## src/rtl/hms_pkg.sv

```systemverilog
// Shared types, limits and BCD helpers for the hh:mm:ss time-of-day counter.
// Build option: define HOUR12_EN for 01..12 hours with an AM/PM flag.
package hms_pkg;

   typedef logic [3:0] bcd_t;

   typedef struct packed {
      bcd_t h1;
      bcd_t h0;
      bcd_t m1;
      bcd_t m0;
      bcd_t s1;
      bcd_t s0;
   } time_t;

   localparam int SEC_MAX = 59;
   localparam int MIN_MAX = 59;
`ifdef HOUR12_EN
   localparam int HR_MAX  = 12;
   localparam int HR_MIN  = 1;
   localparam int HR_RST  = 12;
`else
   localparam int HR_MAX  = 23;
   localparam int HR_MIN  = 0;
   localparam int HR_RST  = 0;
`endif

   // Two BCD digits to binary. Only meaningful for nibbles <= 9.
   function automatic logic [6:0] bcd_to_bin(input logic [7:0] pair);
      return 7'(pair[7:4]) * 7'd10 + 7'(pair[3:0]);
   endfunction

   // Binary 0..99 back to two BCD digits.
   function automatic logic [7:0] bin_to_bcd(input logic [6:0] v);
      bcd_t t;
      bcd_t o;
      t = 4'(v / 7'd10);
      o = 4'(v - 7'(t) * 7'd10);
      return {t, o};
   endfunction

   // Both nibbles are decimal digits and the pair value does not exceed max.
   function automatic logic bcd_pair_valid(input logic [7:0] pair, input int max);
      return (pair[7:4] <= 4'd9) && (pair[3:0] <= 4'd9) &&
             (bcd_to_bin(pair) <= 7'(max));
   endfunction

endpackage

```

## src/rtl/bcd_pair_cnt.sv

```systemverilog
// Two-digit BCD counter over MIN..MAX. Steps by i_inc (0..2) per clock,
// wrapping past MAX back to MIN and flagging the wrap on o_carry.
// A load overrides any step.
module bcd_pair_cnt
   import hms_pkg::*;
#(
   parameter int MAX = 59,
   parameter int MIN = 0,
   parameter int RST = 0
) (
   input  logic       i_ck,
   input  logic       i_reset_n,
   input  logic [1:0] i_inc,
   input  logic       i_load,
   input  logic [7:0] i_ld,
   output logic [7:0] o_pair,
   output logic       o_carry
);

   logic [7:0] r_pair;
   logic [7:0] w_sum;
   logic [7:0] w_wrap;
   logic [7:0] w_nxt;

   // Next value in binary: add the step, fold back into MIN..MAX on overflow.
   always_comb begin
      w_sum   = {1'b0, bcd_to_bin(r_pair)} + {6'd0, i_inc};
      w_wrap  = w_sum - 8'(MAX - MIN + 1);
      o_carry = (w_sum > 8'(MAX));
      w_nxt   = bin_to_bcd(7'(o_carry ? w_wrap : w_sum));
   end

   // Pair register: load wins, otherwise advance when a step is requested.
   always_ff @(posedge i_ck or negedge i_reset_n) begin
      if (!i_reset_n) begin
         r_pair <= bin_to_bcd(7'(RST));
      end else if (i_load) begin
         r_pair <= i_ld;
      end else if (i_inc != 2'd0) begin
         r_pair <= w_nxt;
      end
   end

   assign o_pair = r_pair;

endmodule

```

## src/rtl/hms_bcd_counter.sv

```systemverilog
// Time-of-day source for the seven-segment scanner: divides ck to a 1 Hz
// tick and keeps hh:mm:ss as six packed BCD digits, with validated load and
// minute-advance. All outputs are registered; digits, upd and sec_tick move
// on the same edge.
// Build option: HOUR12_EN selects 01..12 hours and adds the pm output.
module hms_bcd_counter
   import hms_pkg::*;
#(
   parameter int TICK_DIV = 50_000_000,
   parameter int CNT_W    = 26
) (
   input  logic        ck,
   input  logic        reset,
   input  logic        en,
   input  logic        load,
   input  logic [23:0] ld_time,
   input  logic        inc_min,
   output logic [23:0] digits,
   output logic        sec_tick,
   output logic        upd,
`ifdef HOUR12_EN
   output logic        pm,
`endif
   output logic        load_err
);

   localparam logic [CNT_W-1:0] LP_LAST = CNT_W'(TICK_DIV - 1);

   logic [CNT_W-1:0] r_presc;
   logic             r_sec_tick;
   logic             r_upd;
   logic             r_load_err;

   time_t            w_ld;
   logic [7:0]       w_ld_hr;
   logic             w_ld_valid;
   logic             w_ld_ok;
   logic             w_tick;
   logic [1:0]       w_sec_step;
   logic [1:0]       w_min_step;
   logic [1:0]       w_hr_step;
   logic             w_sec_cy;
   logic             w_min_cy;
   logic             w_hr_cy;
   logic [7:0]       w_sec;
   logic [7:0]       w_min;
   logic [7:0]       w_hr;

   assign w_ld = time_t'(ld_time);

`ifdef HOUR12_EN
   logic r_pm;
   // In 12-hour mode bit 23 carries pm and only bit 20 of h1 is meaningful.
   assign w_ld_hr    = {3'b000, ld_time[20], w_ld.h0};
   assign w_ld_valid = bcd_pair_valid(w_ld_hr, HR_MAX) && (w_ld_hr != 8'h00) &&
                       bcd_pair_valid({w_ld.m1, w_ld.m0}, MIN_MAX) &&
                       bcd_pair_valid({w_ld.s1, w_ld.s0}, SEC_MAX);
`else
   assign w_ld_hr    = {w_ld.h1, w_ld.h0};
   assign w_ld_valid = bcd_pair_valid(w_ld_hr, HR_MAX) &&
                       bcd_pair_valid({w_ld.m1, w_ld.m0}, MIN_MAX) &&
                       bcd_pair_valid({w_ld.s1, w_ld.s0}, SEC_MAX);
`endif

   // A second elapses on the edge that wraps the prescaler. The seconds
   // carry and inc_min both feed the minute stage, so a coincident tick and
   // minute-advance steps minutes by two (second first, then one minute).
   assign w_ld_ok    = load && w_ld_valid;
   assign w_tick     = en && (r_presc == LP_LAST);
   assign w_sec_step = {1'b0, w_tick};
   assign w_min_step = {1'b0, w_sec_cy} + {1'b0, inc_min};
   assign w_hr_step  = {1'b0, w_min_cy};

   bcd_pair_cnt #(.MAX(SEC_MAX), .MIN(0), .RST(0)) u_sec (
      .i_ck      (ck),
      .i_reset_n (reset),
      .i_inc     (w_sec_step),
      .i_load    (w_ld_ok),
      .i_ld      ({w_ld.s1, w_ld.s0}),
      .o_pair    (w_sec),
      .o_carry   (w_sec_cy)
   );

   bcd_pair_cnt #(.MAX(MIN_MAX), .MIN(0), .RST(0)) u_min (
      .i_ck      (ck),
      .i_reset_n (reset),
      .i_inc     (w_min_step),
      .i_load    (w_ld_ok),
      .i_ld      ({w_ld.m1, w_ld.m0}),
      .o_pair    (w_min),
      .o_carry   (w_min_cy)
   );

   bcd_pair_cnt #(.MAX(HR_MAX), .MIN(HR_MIN), .RST(HR_RST)) u_hr (
      .i_ck      (ck),
      .i_reset_n (reset),
      .i_inc     (w_hr_step),
      .i_load    (w_ld_ok),
      .i_ld      (w_ld_hr),
      .o_pair    (w_hr),
      .o_carry   (w_hr_cy)
   );

   // Prescaler: a valid load restarts the second; otherwise count while enabled.
   always_ff @(posedge ck or negedge reset) begin
      if (!reset) begin
         r_presc <= '0;
      end else if (w_ld_ok) begin
         r_presc <= '0;
      end else if (en) begin
         r_presc <= (r_presc == LP_LAST) ? '0 : r_presc + 1'b1;
      end
   end

   // Strobes: any stage that moves (or any valid load) changes the digits.
   always_ff @(posedge ck or negedge reset) begin
      if (!reset) begin
         r_sec_tick <= 1'b0;
         r_upd      <= 1'b0;
         r_load_err <= 1'b0;
      end else begin
         r_sec_tick <= w_tick && !w_ld_ok;
         r_upd      <= w_ld_ok || w_tick || (w_min_step != 2'd0) || w_hr_cy;
         r_load_err <= load && !w_ld_valid;
      end
   end

`ifdef HOUR12_EN
   // AM/PM flips when hours step from 11 to 12; a valid load sets it directly.
   always_ff @(posedge ck or negedge reset) begin
      if (!reset) begin
         r_pm <= 1'b0;
      end else if (w_ld_ok) begin
         r_pm <= ld_time[23];
      end else if (w_min_cy && (w_hr == 8'h11)) begin
         r_pm <= ~r_pm;
      end
   end
   assign pm = r_pm;
`endif

   assign digits   = {w_hr, w_min, w_sec};
   assign sec_tick = r_sec_tick;
   assign upd      = r_upd;
   assign load_err = r_load_err;

endmodule

```

## config.mk

```make
export PLATFORM = sky130hd
export DESIGN_NAME = hms_bcd_counter
export DESIGN_NICKNAME = d
export VERILOG_FILES = /design/src/rtl/hms_pkg.sv /design/src/rtl/bcd_pair_cnt.sv /design/src/rtl/hms_bcd_counter.sv
export SDC_FILE = /design/constraint.sdc
export NUM_CORES = 1
export LEC_CHECK = 0
export CAP_MARGIN = 40
export CORE_MARGIN = 3
export CORE_UTILIZATION = 60
export DETAILED_ROUTE_END_ITERATION = 16
export MAX_ROUTING_LAYER = met4
export PLACE_DENSITY = 0.89
export SLEW_MARGIN = 15
export SYNTH_ARGS = -nofsm -noshare
export SYNTH_HDL_FRONTEND = slang
export SYNTH_SLANG_ARGS = --single-unit
```

## constraint.sdc

```tcl
create_clock -name ck -period 26.4 [get_ports ck]
set_input_delay 5.28 -clock ck [delete_from_list [all_inputs] [get_ports ck]]
set_output_delay 5.28 -clock ck [all_outputs]
set_load 0.02 [all_outputs]
```

; Word level (Yosys, flattened, before mapping)
; Cells that the tools add are included.
[word_totals]
elab_cells = 83
reg_bits = 53
out_inout_bits = 27
inputBits = 29
[classes]
mux = 12
n_addsub = 17
reduce_logical = 22
eq_ne = 1
n_mul = 9
n_lt_le_gt_ge = 12
div = 3
[op_table]
columns = operator, count
row1 = $mux 26, 3
row2 = $mux 8, 6
row3 = $add 7x4->7, 6
row4 = $mul 4x3->6 const B, 6
row5 = $add 26x1->26 const B, 1
row6 = $eq 26x26->1 const B, 1
row7 = $le 4x4->1 const B, 6
row8 = $div 7x4->7 const B, 3
row9 = $mux 7, 3
row10 = $add 7x1->8, 2
row11 = $gt 8x6->1 const B, 2
row12 = $le 7x6->1 const B, 2
row13 = $sub 7x6->7 const B, 2
row14 = $logic_and 1x1->1, 12
row15 = $mul 4x3->3 const B, 3
row16 = $sub 4x4->4, 3
row17 = $reduce_bool 2->1, 5
row18 = $add 7x2->8, 1
row19 = $gt 8x5->1 const B, 1
row20 = $le 7x5->1 const B, 1
row21 = $sub 7x5->7 const B, 1
row22 = $logic_or 1x1->1, 3
row23 = $add 1x1->2, 1
row24 = $logic_not 1->1, 2

; Longest topological paths before layout
; Gate-level depths: netlist of run 1.
[depth]
depth_word = 15
ltp_mapped = 48
mapped_depth_nobuf = 45

; Hierarchy
; From an unflattened synthesis of run 1, not the netlist that was laid out.
[hier_totals]
cells_unflattened = 802
area_unflattened_um2 = 6822.8
[by_module_without_submodules]
columns = mod, area_each_um2, n_inst, cells_each, seq_area_each_um2
row1 = hms_bcd_counter, 2421.1, 1, 276, 725.7
row2 = bcd_pair_cnt at u_hr, 1508.9, 1, 179, 200.2
row3 = bcd_pair_cnt at u_min, 1467.7, 1, 181, 200.2
row4 = bcd_pair_cnt at u_sec, 1425.1, 1, 166, 200.2

; Worst setup path after synthesis of run 1
; No wires, ideal clock.
[synth_path]
kind = input-to-reg
from = input en
to = register u_hr.r_pair[3], in the netlist u_hr.o_pair[3]
path_stages = 41
n_path_buf = 3
path_slack_ns = 13.301
required_ns = 26.304
setup_ns = 0.096
arrival_time_ns = 13.004
path_cell_list = clkbuf_1 nand2_1 inv_1 ha_1 ha_1 clkbuf_2 nor3b_2 o21ai_2 mux2i_1 or2_1 buf_6 ha_1 ha_1 a21o_1 nand2_1 xor2_1 nand2b_1 a21oi_1 [... 5 more ...] a211oi_1 o31ai_1 o211ai_1 mux2i_1 or2_2 a21oi_1 a221o_1 ha_1 nand2_1 a21oi_1 o32a_1 nand4_1 ha_1 inv_1 fa_1 xnor2_1 xnor2_1 o31ai_1
[synth_between]
elab_chain_cells = 14
elab_cells_between_ends = 16
cone_classes = 6 x add/sub / 1 x mul / 1 x div / 3 x order compare / 3 x mux / 2 x reduce/logical
[synth_rtl]
columns = element, line
row1 = start: declaration, hms_bcd_counter.sv:14  ; input logic en,
row2 = $logic_and 1x1->1 *, hms_bcd_counter.sv:69  ; assign w_tick = en && (r_presc == LP_LAST);
row3 = $add 7x1->8 *, bcd_pair_cnt.sv:27  ; w_sum = {1'b0, bcd_to_bin(r_pair)} + {6'd0, i_inc};
row4 = $gt 8x6->1 *, bcd_pair_cnt.sv:29  ; o_carry = (w_sum > 8'(MAX));
row5 = $add 1x1->2 *, hms_bcd_counter.sv:71  ; assign w_min_step = {1'b0, w_sec_cy} + {1'b0, inc_min};
row6 = $add 7x2->8 *, bcd_pair_cnt.sv:27
row7 = $gt 8x6->1 *, bcd_pair_cnt.sv:29
row8 = $add 7x1->8, bcd_pair_cnt.sv:27
row9 = $sub 7x5->7 / $gt 8x5->1 (equally long branches), "bcd_pair_cnt.sv:28, bcd_pair_cnt.sv:29"
row10 = $mux 7, bcd_pair_cnt.sv:30  ; w_nxt = bin_to_bcd(7'(o_carry ? w_wrap : w_sum));
row11 = $div 7x4->7, hms_pkg.sv:37  ; t = 4'(v / 7'd10);
row12 = $mul 4x3->3, hms_pkg.sv:38  ; o = 4'(v - 7'(t) * 7'd10);
row13 = $sub 4x4->4, hms_pkg.sv:38
row14 = $mux 8, bcd_pair_cnt.sv:39  ; end else if (i_inc != 2'd0) begin
row15 = $mux 8, bcd_pair_cnt.sv:37  ; end else if (i_load) begin
row16 = end signal: assignment, bcd_pair_cnt.sv:36  ; r_pair <= bin_to_bcd(7'(RST));
row17 = end signal: assignment, bcd_pair_cnt.sv:38  ; r_pair <= i_ld;
row18 = end signal: assignment, bcd_pair_cnt.sv:40  ; r_pair <= w_nxt;
row19 = end: declaration, bcd_pair_cnt.sv:20  ; logic [7:0] r_pair;
; Mark *: on every way between the ends. The rest lies on a longest branch, timed or not. The select of a mux whose other input is x is not followed.
; A chain may end at the register's enable or synchronous reset.

; Worst setup path in the final report of run 1
; Same ends and word-level chain as after synthesis.

==> impl_metrics.py, run 1 <==
metrics = {
    "global_routing": {
        "grt_pass1_wl_um": 23400,
        "grt_pass1_vias": 5159,
        "use_met2_pct": 47.3,
        "grt_max_degree": 65,
        "grt_usage_pct": 27.7,
        "grt_use_met3_pct": 3.22,
        "antenna_found_initial": 0,
        "use_met1_pct": 34.6,
        "busiest_layer": "met2",
        "grt_overflow": 0,
    },
    "place": {
        "gp_congestion": 0.956,
        "port_buffers": 55,
        "dpl.cell_count": 844,
        "place_area_um2": 6310,
        "place_hpwl_um": 10800,
    },
    "cells_and_area": {
        "instances_no_fill": 853,
        "fin_area_um2": 6430,
        "layout_commonest_cell": "nand2_1",
        "fin_nets": 824,
        "most-common-layout-cells": "77 x nand2_1, 58 x nor2_1, 57 x o21ai_0, 54 x clkdlybuf4s50_1",
        "area_delta_synth_final_pct": 12.9,
        "drive_gt1_share_pct": 5.36,
        "antenna_cells": 0,
    },
    "die": {
        "initial_core_util_pct": 63.5,
        "die_area_um2": 10700,
        "die_h_um": 103,
        "io_pins": 56,
        "die_w_um": 103,
        "core_area_um2": 8980,
        "num_rows": 34,
    },
    "synthesis": {
        "synth_area_um2": 5700,
        "synth_edf_count": 0,
        "yosysTopAreaCell": "dfrtp_1",
        "yosys_warnings": 0,
        "synth_top_area_share_pct": 23.3,
        "ys_seq_elements": 53,
        "synth_area_leaders": "dfrtp_1 23%, ha_1 12%, fa_1 5.6%",
        "ys_types": 78,
        "ys.flop_type": "dfrtp_1",
        "yosysSeqAreaShare_pct": 23.3,
        "netlist_instances": 685,
        "syn_nets": 783,
        "async_flop_share_pct": 100,
        "avgSynthCellArea_um2": 8.31,
    },
    "pwr": {
        "power_density_nw_per_um2": 138,
        "internal_power_uw": 434,
        "seq_power_share_pct": 14.0,
        "ir_drop_v": 0.000147,
        "p_leak_uw": 0.00283,
        "comb_power_share_pct": 79.3,
        "power_switching_share_pct": 51.1,
        "p_sw_uw": 453,
        "p_clk_share_pct": 6.6,
    },
    "timing": {
        "fin_crit_sh_pct": 56.1,
        "hold_slack_ns": 0.526,
        "worst_slew_margin_rel_pct": 46.6,
        "worst_slew_pin_slew_ns": 0.794,
        "finalMaxSlewViolations": 0,
        "hold_violations": 0,
        "setup_viol": 0,
        "rsz0062_at_grt": "false",
        "skew_ns": 0.0189,
        "fin_crit_ns": 14.81,
        "fin_setup_tns_ns": 0,
        "fmax_mhz": 67.5,
    },
    "critical_path": {
        "cp_common_cell": "ha_1",
        "rrSetupSlack_ns": 15.64,
        "worstReg2RegEnd": "u_hr.o_pair[3]",
        "cp_slowest_cell": "clkdlybuf4s50_1",
        "cpPeakStageDelay_ns": 0.80,
        "crit_path_start_kind": "input port",
        "r2r-start": "r_presc[11]",
        "critPathRequiredTime_ns": 26.62,
        "endpoint_kind": "flip-flop",
        "crit_end": "u_hr.o_pair[3]",
        "critPathKind": "in -> reg",
        "crit_start": "en",
        "cp.arrival_ns": 15.03,
        "worstPathMaxFanout": 17,
        "ff2ff_path_depth": 42,
    },
    "status": {
        "status": "completed",
    },
    "route": {
        "dr.pass1.iters": 7,
        "wire_per_inst_um": 16.5,
        "routed_via_density": 6.18,
        "vias": 5275,
        "drcViolationCount": 0,
        "initialDrtViolationCount": 252,
        "antenna_left": 0,
        "totalWireLength_um": 14100,
    },
    "cts": {
        "clockBufferDepth": 2,
        "insertion_delay_ns": 0.32,
        "numCtsBuffers": 5,
        "cts-root-buf": "clkbuf_8",
        "ctsResizeCount": 0,
        "cts_tree": "yes",
        "path_clk_slew_ns": 0.11,
        "cts.sinks": 53,
        "htree_levels": 2,
        "post_cts_buffers": 0,
        "cts_hold_buf": 0,
    },
    "job": {
        "max_cap_viol_count": 0,
    },
    "hold_path": {
        "hold_class": "reg -> reg",
    },
}
-- per-layer routing --
metal	vias to the layer above	wire length, um	part of all wire, %
met5	-	0	0
met4	0	288	2.0
met3	34	659	4.7
met2	190	7100	50
met1	2536	6020	43
li1	2515	-	-
-- synthesized netlist by cell type (2+ instances only) --
cell	n
nand2b_1	6
maj3_1	3
or3_1	7
a211oi_1	3
or4_1	2
xor2_1	29
nor4_1	8
or2_2	5
clkbuf_1	15
nand3_1	24
o21a_1	3
nor3b_1	5
a21oi_1	34
a21oi_2	2
o21ai_1	2
inv_1	27
a221oi_1	2
nand4_1	14
xnor2_1	33
ha_1	53
a22o_1	2
mux2_2	4
or2_1	3
nand3b_1	3
nor2_1	58
a21o_1	11
mux2i_1	17
o211a_1	3
o22ai_1	3
o31ai_1	7
dfrtp_1	53
o211ai_1	4
and3_1	16
a31oi_1	6
o21ai_0	57
nor3_1	10
nand2_1	77
and2_1	6
buf_2	6
fa_1	16
nor2b_1	8
a31o_2	2
-- state kept, by name (all words and copies together) (netlist names) --
| signal | flops |
|---|---|
| r_presc | 26 |
| u_sec.o_pair | 8 |
| load_err | 1 |
| u_hr.o_pair | 8 |
| u_min.o_pair | 8 |
| sec_tick | 1 |
| upd | 1 |
-- logic make-up (layout without fill, tap and decap cells) --
| logic type | after synthesis | in the layout | synth area share [%] |
|---|---|---|---|
| and+or+nand+nor | 261 | 261 | 22.9 |
| DFF | 53 | 53 | 23.3 |
| adders and majority gates | 72 | 72 | 17.8 |
| xor gates and xnor gates | 64 | 64 | 10.4 |
| AOI/OAI and AO/OA | 161 | 161 | 18.0 |
| buffers and inverters | 53 | 95 | 3.84 |
| muxes | 21 | 21 | 3.78 |
-- worst min path at each step --
stage | start | end | slack (ns) | depth (start not counted)
final | r_presc[24] | r_presc[24] | 0.53 | 2
after global routing | r_presc[24] | r_presc[24] | 0.55 | 2
after CTS | r_presc[24] | r_presc[24] | 0.52 | 2
after detailed placement | r_presc[24] | r_presc[24] | 0.49 | 2
after global placement | r_presc[24] | r_presc[24] | 0.49 | 2
after floorplan | r_presc[24] | r_presc[24] | 0.46 | 2
-- per-stage QoR --
stage	total power, uW	utilization, %	worst slack [ns]
floorplan	665	-	13.30
global placement	774	70.3	12.06
detailed placement	818	70.3	11.53
CTS	880	71.6	11.75
global route	981	71.7	10.82
finish	887	71.7	11.59
-- final cells by class --
| class | count | area [um^2] |
|---|---|---|
| multi-input combinational | 579 | 4150 |
| fill | 690 | 2540 |
| sequential | 53 | 1330 |
| timing repair buffer | 59 | 573 |
| tap | 126 | 158 |
| inverter | 28 | 105 |
| clock buffer | 5 | 68.8 |
| clock inverter | 3 | 50.0 |
-- critical path, delay by kind of cell --
family                   cells  cell delay (ns)
adder cells (fa/ha/maj)      9             2.63
AO/OA/AOI/OAI               10             1.84
AND/OR/NAND/NOR             11             2.89
XOR/XNOR                     3             0.67
buffers and inverters        6             1.42
multiplexers                 1             0.27
-- power groups by stage --
| stage | clock network (uW) | registers [uW] | logic [uW] |
|---|---|---|---|
| floorplan | 0 | 134 | 531 |
| global placement | 0 | 125 | 650 |
| detailed placement | 0 | 126 | 692 |
| CTS | 59.8 | 124 | 696 |
| global route | 63.4 | 127 | 790 |
| finish | 59.0 | 124 | 704 |
Power figures use the tool's default switching activity.
==> run 2, diff against run 1 <==
- CORE_UTILIZATION: 60 -> 53
- PLACE_DENSITY: 0.89 -> 0.84
- clock period: 26.4 -> 12 ns (I/O delays scaled with it)
==> run 2 against run 1 <==
  * Register-to-register slack got worse by 14 ns
  * Power increased by 120%
  * Hold slack gained 0.0043 ns
  * Clock power rose by 130%
  * Via count down 2.0%
  * Cell count rose by 1.3%
  * Non-clock buffer count up 1
  * Global-route usage decreased by 2.8 points
  * Sequential share of layout area shrank 0.11 points
  * Largest cell class unchanged
  * Largest power group unchanged
==> impl_metrics.py, run 2 (same netlist as run 1, synthesis figures left out) <==
metrics = {
    "status": {
        "status": "completed",
    },
    "pwr": {
        "power_density_nw_per_um2": 301,
        "ir_drop_v": 0.000256,
        "p_leak_uw": 0.00284,
    },
    "route": {
        "vias": 5168,
        "drt-met1-wl_um": 6160,
        "wire_per_inst_um": 16.1,
        "wl_met2_um": 7050,
        "drcViolationCount": 0,
        "dr.pass1.iters": 6,
        "initialDrtViolationCount": 481,
        "routed_via_density": 5.98,
        "antenna_left": 0,
        "wl_met3_um": 625,
        "maxUsedRoutingLayer": "met4",
        "totalWireLength_um": 13900,
    },
    "cells_and_area": {
        "most-common-layout-cells": "77 x nand2_1, 58 x nor2_1, 57 x o21ai_0, 54 x clkdlybuf4s50_1",
        "top_register": "r_presc",
        "layout_commonest_cell": "nand2_1",
        "antenna_cells": 0,
        "fin_nets": 825,
        "area_delta_synth_final_pct": 13.6,
        "instances_no_fill": 864,
        "largest_reg_flops": 26,
        "drive_gt1_share_pct": 5.63,
    },
    "critical_path": {
        "crit_path_start_kind": "input port",
        "crit_end": "u_hr.o_pair[3]",
        "critPathRequiredTime_ns": 12.23,
        "cp.arrival_ns": 11.58,
        "cp_common_cell": "ha_1",
        "r2r-start": "r_presc[11]",
        "worstPathMaxFanout": 15,
        "worstReg2RegEnd": "u_hr.o_pair[3]",
        "crit_start": "en",
        "rrSetupSlack_ns": 1.59,
        "cp_slowest_cell": "clkdlybuf4s50_1",
        "cpPeakStageDelay_ns": 0.49,
        "endpoint_kind": "flip-flop",
        "critPathKind": "in -> reg",
        "ff2ff_path_depth": 44,
    },
    "global_routing": {
        "grt_usage_pct": 24.9,
        "antenna_found_initial": 0,
        "grt_overflow": 0,
        "grt_pass1_wl_um": 23800,
        "grt_max_degree": 57,
        "grt_pass1_vias": 5148,
    },
    "cts": {
        "path_clk_slew_ns": 0.11,
        "clockBufferDepth": 2,
        "ctsResizeCount": 0,
        "insertion_delay_ns": 0.32,
        "cts-root-buf": "clkbuf_8",
        "post_cts_buffers": 0,
        "cts_hold_buf": 0,
        "htree_levels": 2,
        "cts.sinks": 53,
        "numCtsBuffers": 5,
        "cts_tree": "yes",
    },
    "die": {
        "num_rows": 37,
        "die_h_um": 110,
        "io_pins": 56,
        "die_area_um2": 12000,
        "die_w_um": 110,
        "core_area_um2": 10400,
        "initial_core_util_pct": 54.9,
    },
    "timing": {
        "rsz0062_at_grt": "false",
        "skew_ns": 0.00796,
        "fin_crit_ns": 11.35,
        "hold_violations": 0,
        "fin_setup_tns_ns": 0,
        "worst_slew_margin_rel_pct": 52.4,
        "fin_crit_sh_pct": 94.6,
        "setup_viol": 0,
        "fmax_mhz": 88.1,
        "finalMaxSlewViolations": 0,
        "worst_slew_pin_slew_ns": 0.714,
    },
    "hold_path": {
        "hold_class": "reg -> reg",
    },
    "place": {
        "place_hpwl_um": 10900,
        "port_buffers": 55,
        "gp_congestion": 0.993,
        "dpl.cell_count": 856,
    },
    "job": {
        "max_cap_viol_count": 0,
    },
}
run 2: cell types whose count changed in the layout (fill, tap and decap cells not counted):
cell,previous run,this run
buf_1,0,1
buf_4,3,4
clkbuf_2,1,0
mux2i_1,17,16
mux2i_2,0,1
nor3b_2,1,0
nor3b_4,0,1
nor4_1,8,7
nor4_2,0,1
run 2: how the worst min path moves through the flow:
stage / start / endpoint / cells past startpoint
2_1_floorplan: r_presc[24] / r_presc[24] / 2
3_3_place_gp: r_presc[24] / r_presc[24] / 2
3_5_place_dp: r_presc[24] / r_presc[24] / 2
4_1_cts: r_presc[24] / r_presc[24] / 2
5_1_grt: r_presc[24] / r_presc[24] / 2
6_report: r_presc[24] / r_presc[24] / 2
run 2: critical path, delay by kind of cell:
| kind | cells | cell delay, ns |
|---|---|---|
| AO/OA/AOI/OAI | 9 | 1.65 |
| XOR/XNOR | 4 | 1.01 |
| adder cells (fa/ha/maj) | 9 | 2.58 |
| buffers and inverters | 6 | 1.10 |
| multiplexers | 2 | 0.61 |
| AND/OR/NAND/NOR | 12 | 2.21 |
run 2: where the power goes:
group,internal (uW),switching [uW]
clock network,64.2,68.8
logic,668,873
registers,227,46.4
run 2: metal layers:
metal	vias to the layer above	GRT usage, %
met5	-	-
met3	13	2.35
met1	2487	32.2
met4	0	5.08
li1	2529	-
met2	139	42.7
run 2: layout make-up:
| class | count | area (um^2) |
|---|---|---|
| tap | 136 | 170 |
| timing repair buffer | 60 | 579 |
| clock inverter | 3 | 50.0 |
| fill | 892 | 3900 |
| inverter | 28 | 105 |
| clock buffer | 5 | 68.8 |
| sequential | 53 | 1330 |
| multi-input combinational | 579 | 4170 |
run 2: per-stage QoR:
step	setup slack, ns	instance area [um^2]	power (uW)	hold WS, ns	util (%)
after CTS	0.704	6450	1940	0.528	62.2
after detailed placement	0.462	6330	1790	0.503	61.1
final	0.652	6470	1950	0.530	62.4
after floorplan	1.78	5700	1460	0.459	-
after global placement	0.945	6330	1710	0.495	61.0
after global routing	0.0700	6470	2160	0.570	62.4
==> run 3, diff against run 2 <==
- CTS_CLUSTER_DIAMETER: unset -> 100
- GPL_TIMING_DRIVEN: unset -> 0
==> run 3 against run 2 <==
  * Sequential power is essentially flat
  * Non-clock buffer count is 21 higher
  * Via count increased by 3.3%
  * Cell count up 2.4%
  * Clock power decreased by 23%
  * Global-route usage is 0.61 points higher
  * Largest cell class unchanged
==> impl_metrics.py, run 3 (same netlist as run 1, synthesis figures left out) <==
metrics = {
    "die": {
        "num_rows": 37,
        "die_w_um": 110,
        "die_area_um2": 12000,
        "initial_core_util_pct": 54.9,
        "io_pins": 56,
        "core_area_um2": 10400,
        "die_h_um": 110,
    },
    "route": {
        "wire_per_inst_um": 16.4,
        "dr.pass1.iters": 5,
        "initialDrtViolationCount": 379,
        "antenna_left": 0,
        "routed_via_density": 6.04,
        "vias": 5341,
        "totalWireLength_um": 14500,
        "drcViolationCount": 0,
    },
    "cells_and_area": {
        "largest_reg_flops": 26,
        "instances_no_fill": 885,
        "layout_commonest_cell": "nand2_1",
        "top_register": "r_presc",
        "drive_gt1_share_pct": 6.14,
        "area_delta_synth_final_pct": 14.7,
        "most-common-layout-cells": "77 x nand2_1, 58 x nor2_1, 57 x o21ai_0",
        "antenna_cells": 0,
        "fill_cells": 879,
        "fin_nets": 846,
    },
    "global_routing": {
        "grt_pass1_wl_um": 24200,
        "grt_pass1_vias": 5345,
        "grt_usage_pct": 25.5,
        "grt_overflow": 0,
        "antenna_found_initial": 0,
        "grt_max_degree": 30,
    },
    "timing": {
        "finalMaxSlewViolations": 0,
        "skew_ns": 0.00878,
        "fin_setup_tns_ns": 0,
        "hold_violations": 0,
        "fin_crit_sh_pct": 93.2,
        "worst_slew_pin_slew_ns": 0.716,
        "worst_slew_margin_rel_pct": 51.9,
        "setup_viol": 0,
        "fmax_mhz": 89.4,
        "fin_crit_ns": 11.18,
    },
    "critical_path": {
        "crit_path_start_kind": "input port",
        "endpoint_kind": "flip-flop",
        "critPathRequiredTime_ns": 12.23,
        "cp_common_cell": "ha_1",
        "cpPeakStageDelay_ns": 0.46,
        "cp.arrival_ns": 11.41,
        "cp_slowest_cell": "mux2i_2",
        "worstPathMaxFanout": 10,
        "critPathKind": "in -> reg",
    },
    "cts": {
        "insertion_delay_ns": 0.32,
        "cts-root-buf": "clkbuf_8",
        "htree_levels": 2,
        "clockBufferDepth": 2,
        "post_cts_buffers": 0,
        "cts.sinks": 53,
        "numCtsBuffers": 5,
        "path_clk_slew_ns": 0.09,
        "cts_tree": "yes",
    },
    "place": {
        "port_buffers": 54,
        "gp_congestion": 0.937,
        "dpl.cell_count": 877,
        "place_hpwl_um": 11500,
    },
    "job": {
        "max_cap_viol_count": 0,
    },
    "pwr": {
        "p_leak_uw": 0.00286,
        "ir_drop_v": 0.000240,
        "power_density_nw_per_um2": 295,
        "total_power_uw": 1930,
    },
    "hold_path": {
        "hold_class": "reg -> reg",
    },
    "status": {
        "status": "completed",
    },
}
## run 3: routing by layer
metal | GRT usage [%] | wire, um | vias up
li1 | - | - | 2567
met1 | 31.3 | 6230 | 2573
met2 | 43.5 | 7280 | 169
met3 | 3.41 | 703 | 32
met4 | 8.37 | 330 | 0
met5 | - | 0 | -
## run 3: path summary, 6_finish.rpt
path                        startpoint              to  slack, ns  depth (start not counted)
setup / recovery                    en  u_hr.o_pair[3]       0.82                         44
hold / removal             r_presc[24]     r_presc[24]       0.52                          2
setup reg to reg            r_presc[9]  u_hr.o_pair[3]       1.64                         46
hold reg to reg            r_presc[24]     r_presc[24]       0.52                          2
max in group asynchronous        reset      r_presc[1]       9.30                          2
min in group asynchronous        reset  u_hr.o_pair[5]       2.13                          1
## run 3: area by class of cell
type / count / area, um^2 / area share (%)
Sequential cell: 53 / 1330 / 20.3
Buffer: 25 / 114 / 1.74
Tap cell: 136 / 170 / 2.61
Inverter: 28 / 105 / 1.61
Clock inverter: 1 / 7.51 / 0.115
Timing Repair Buffer: 56 / 561 / 8.58
Clock buffer: 7 / 76.3 / 1.17
Multi-Input combinational cell: 579 / 4170 / 63.9
## run 3: repair_timing
item,4_1_cts,5_1_grt
setup endpoints to repair,0,2
resized for setup,0,4
hold buffers,0,0
## run 3: power by group
part / leakage, uW / internal, uW / total [uW] / switching (uW)
sequential: 0.000692 / 227 / 275 / 47.9
combinational: 0.00213 / 665 / 1550 / 883
clock: 0.0000385 / 41.5 / 103 / 61.3
total: 0.00286 / 933 / 1930 / 992
## run 3: critical path: cells and delay by family
family / cells / cell delay [ns]
XOR/XNOR: 4 / 1.07
buffers and inverters: 7 / 1.20
AND/OR/NAND/NOR: 12 / 1.96
adder cells (fa/ha/maj): 8 / 2.06
multiplexers: 2 / 0.72
AO/OA/AOI/OAI: 11 / 2.00
## run 3: per-stage QoR
step	setup slack [ns]	hold slack [ns]	area (um^2)	utilization (%)
floorplan	1.78	0.459	5700	-
global placement	0.689	0.496	6410	61.8
detailed placement	0.313	0.499	6430	62.0
CTS	0.594	0.519	6510	62.8
global route	-0.0334	0.535	6530	63.0
finish	0.819	0.522	6530	63.0
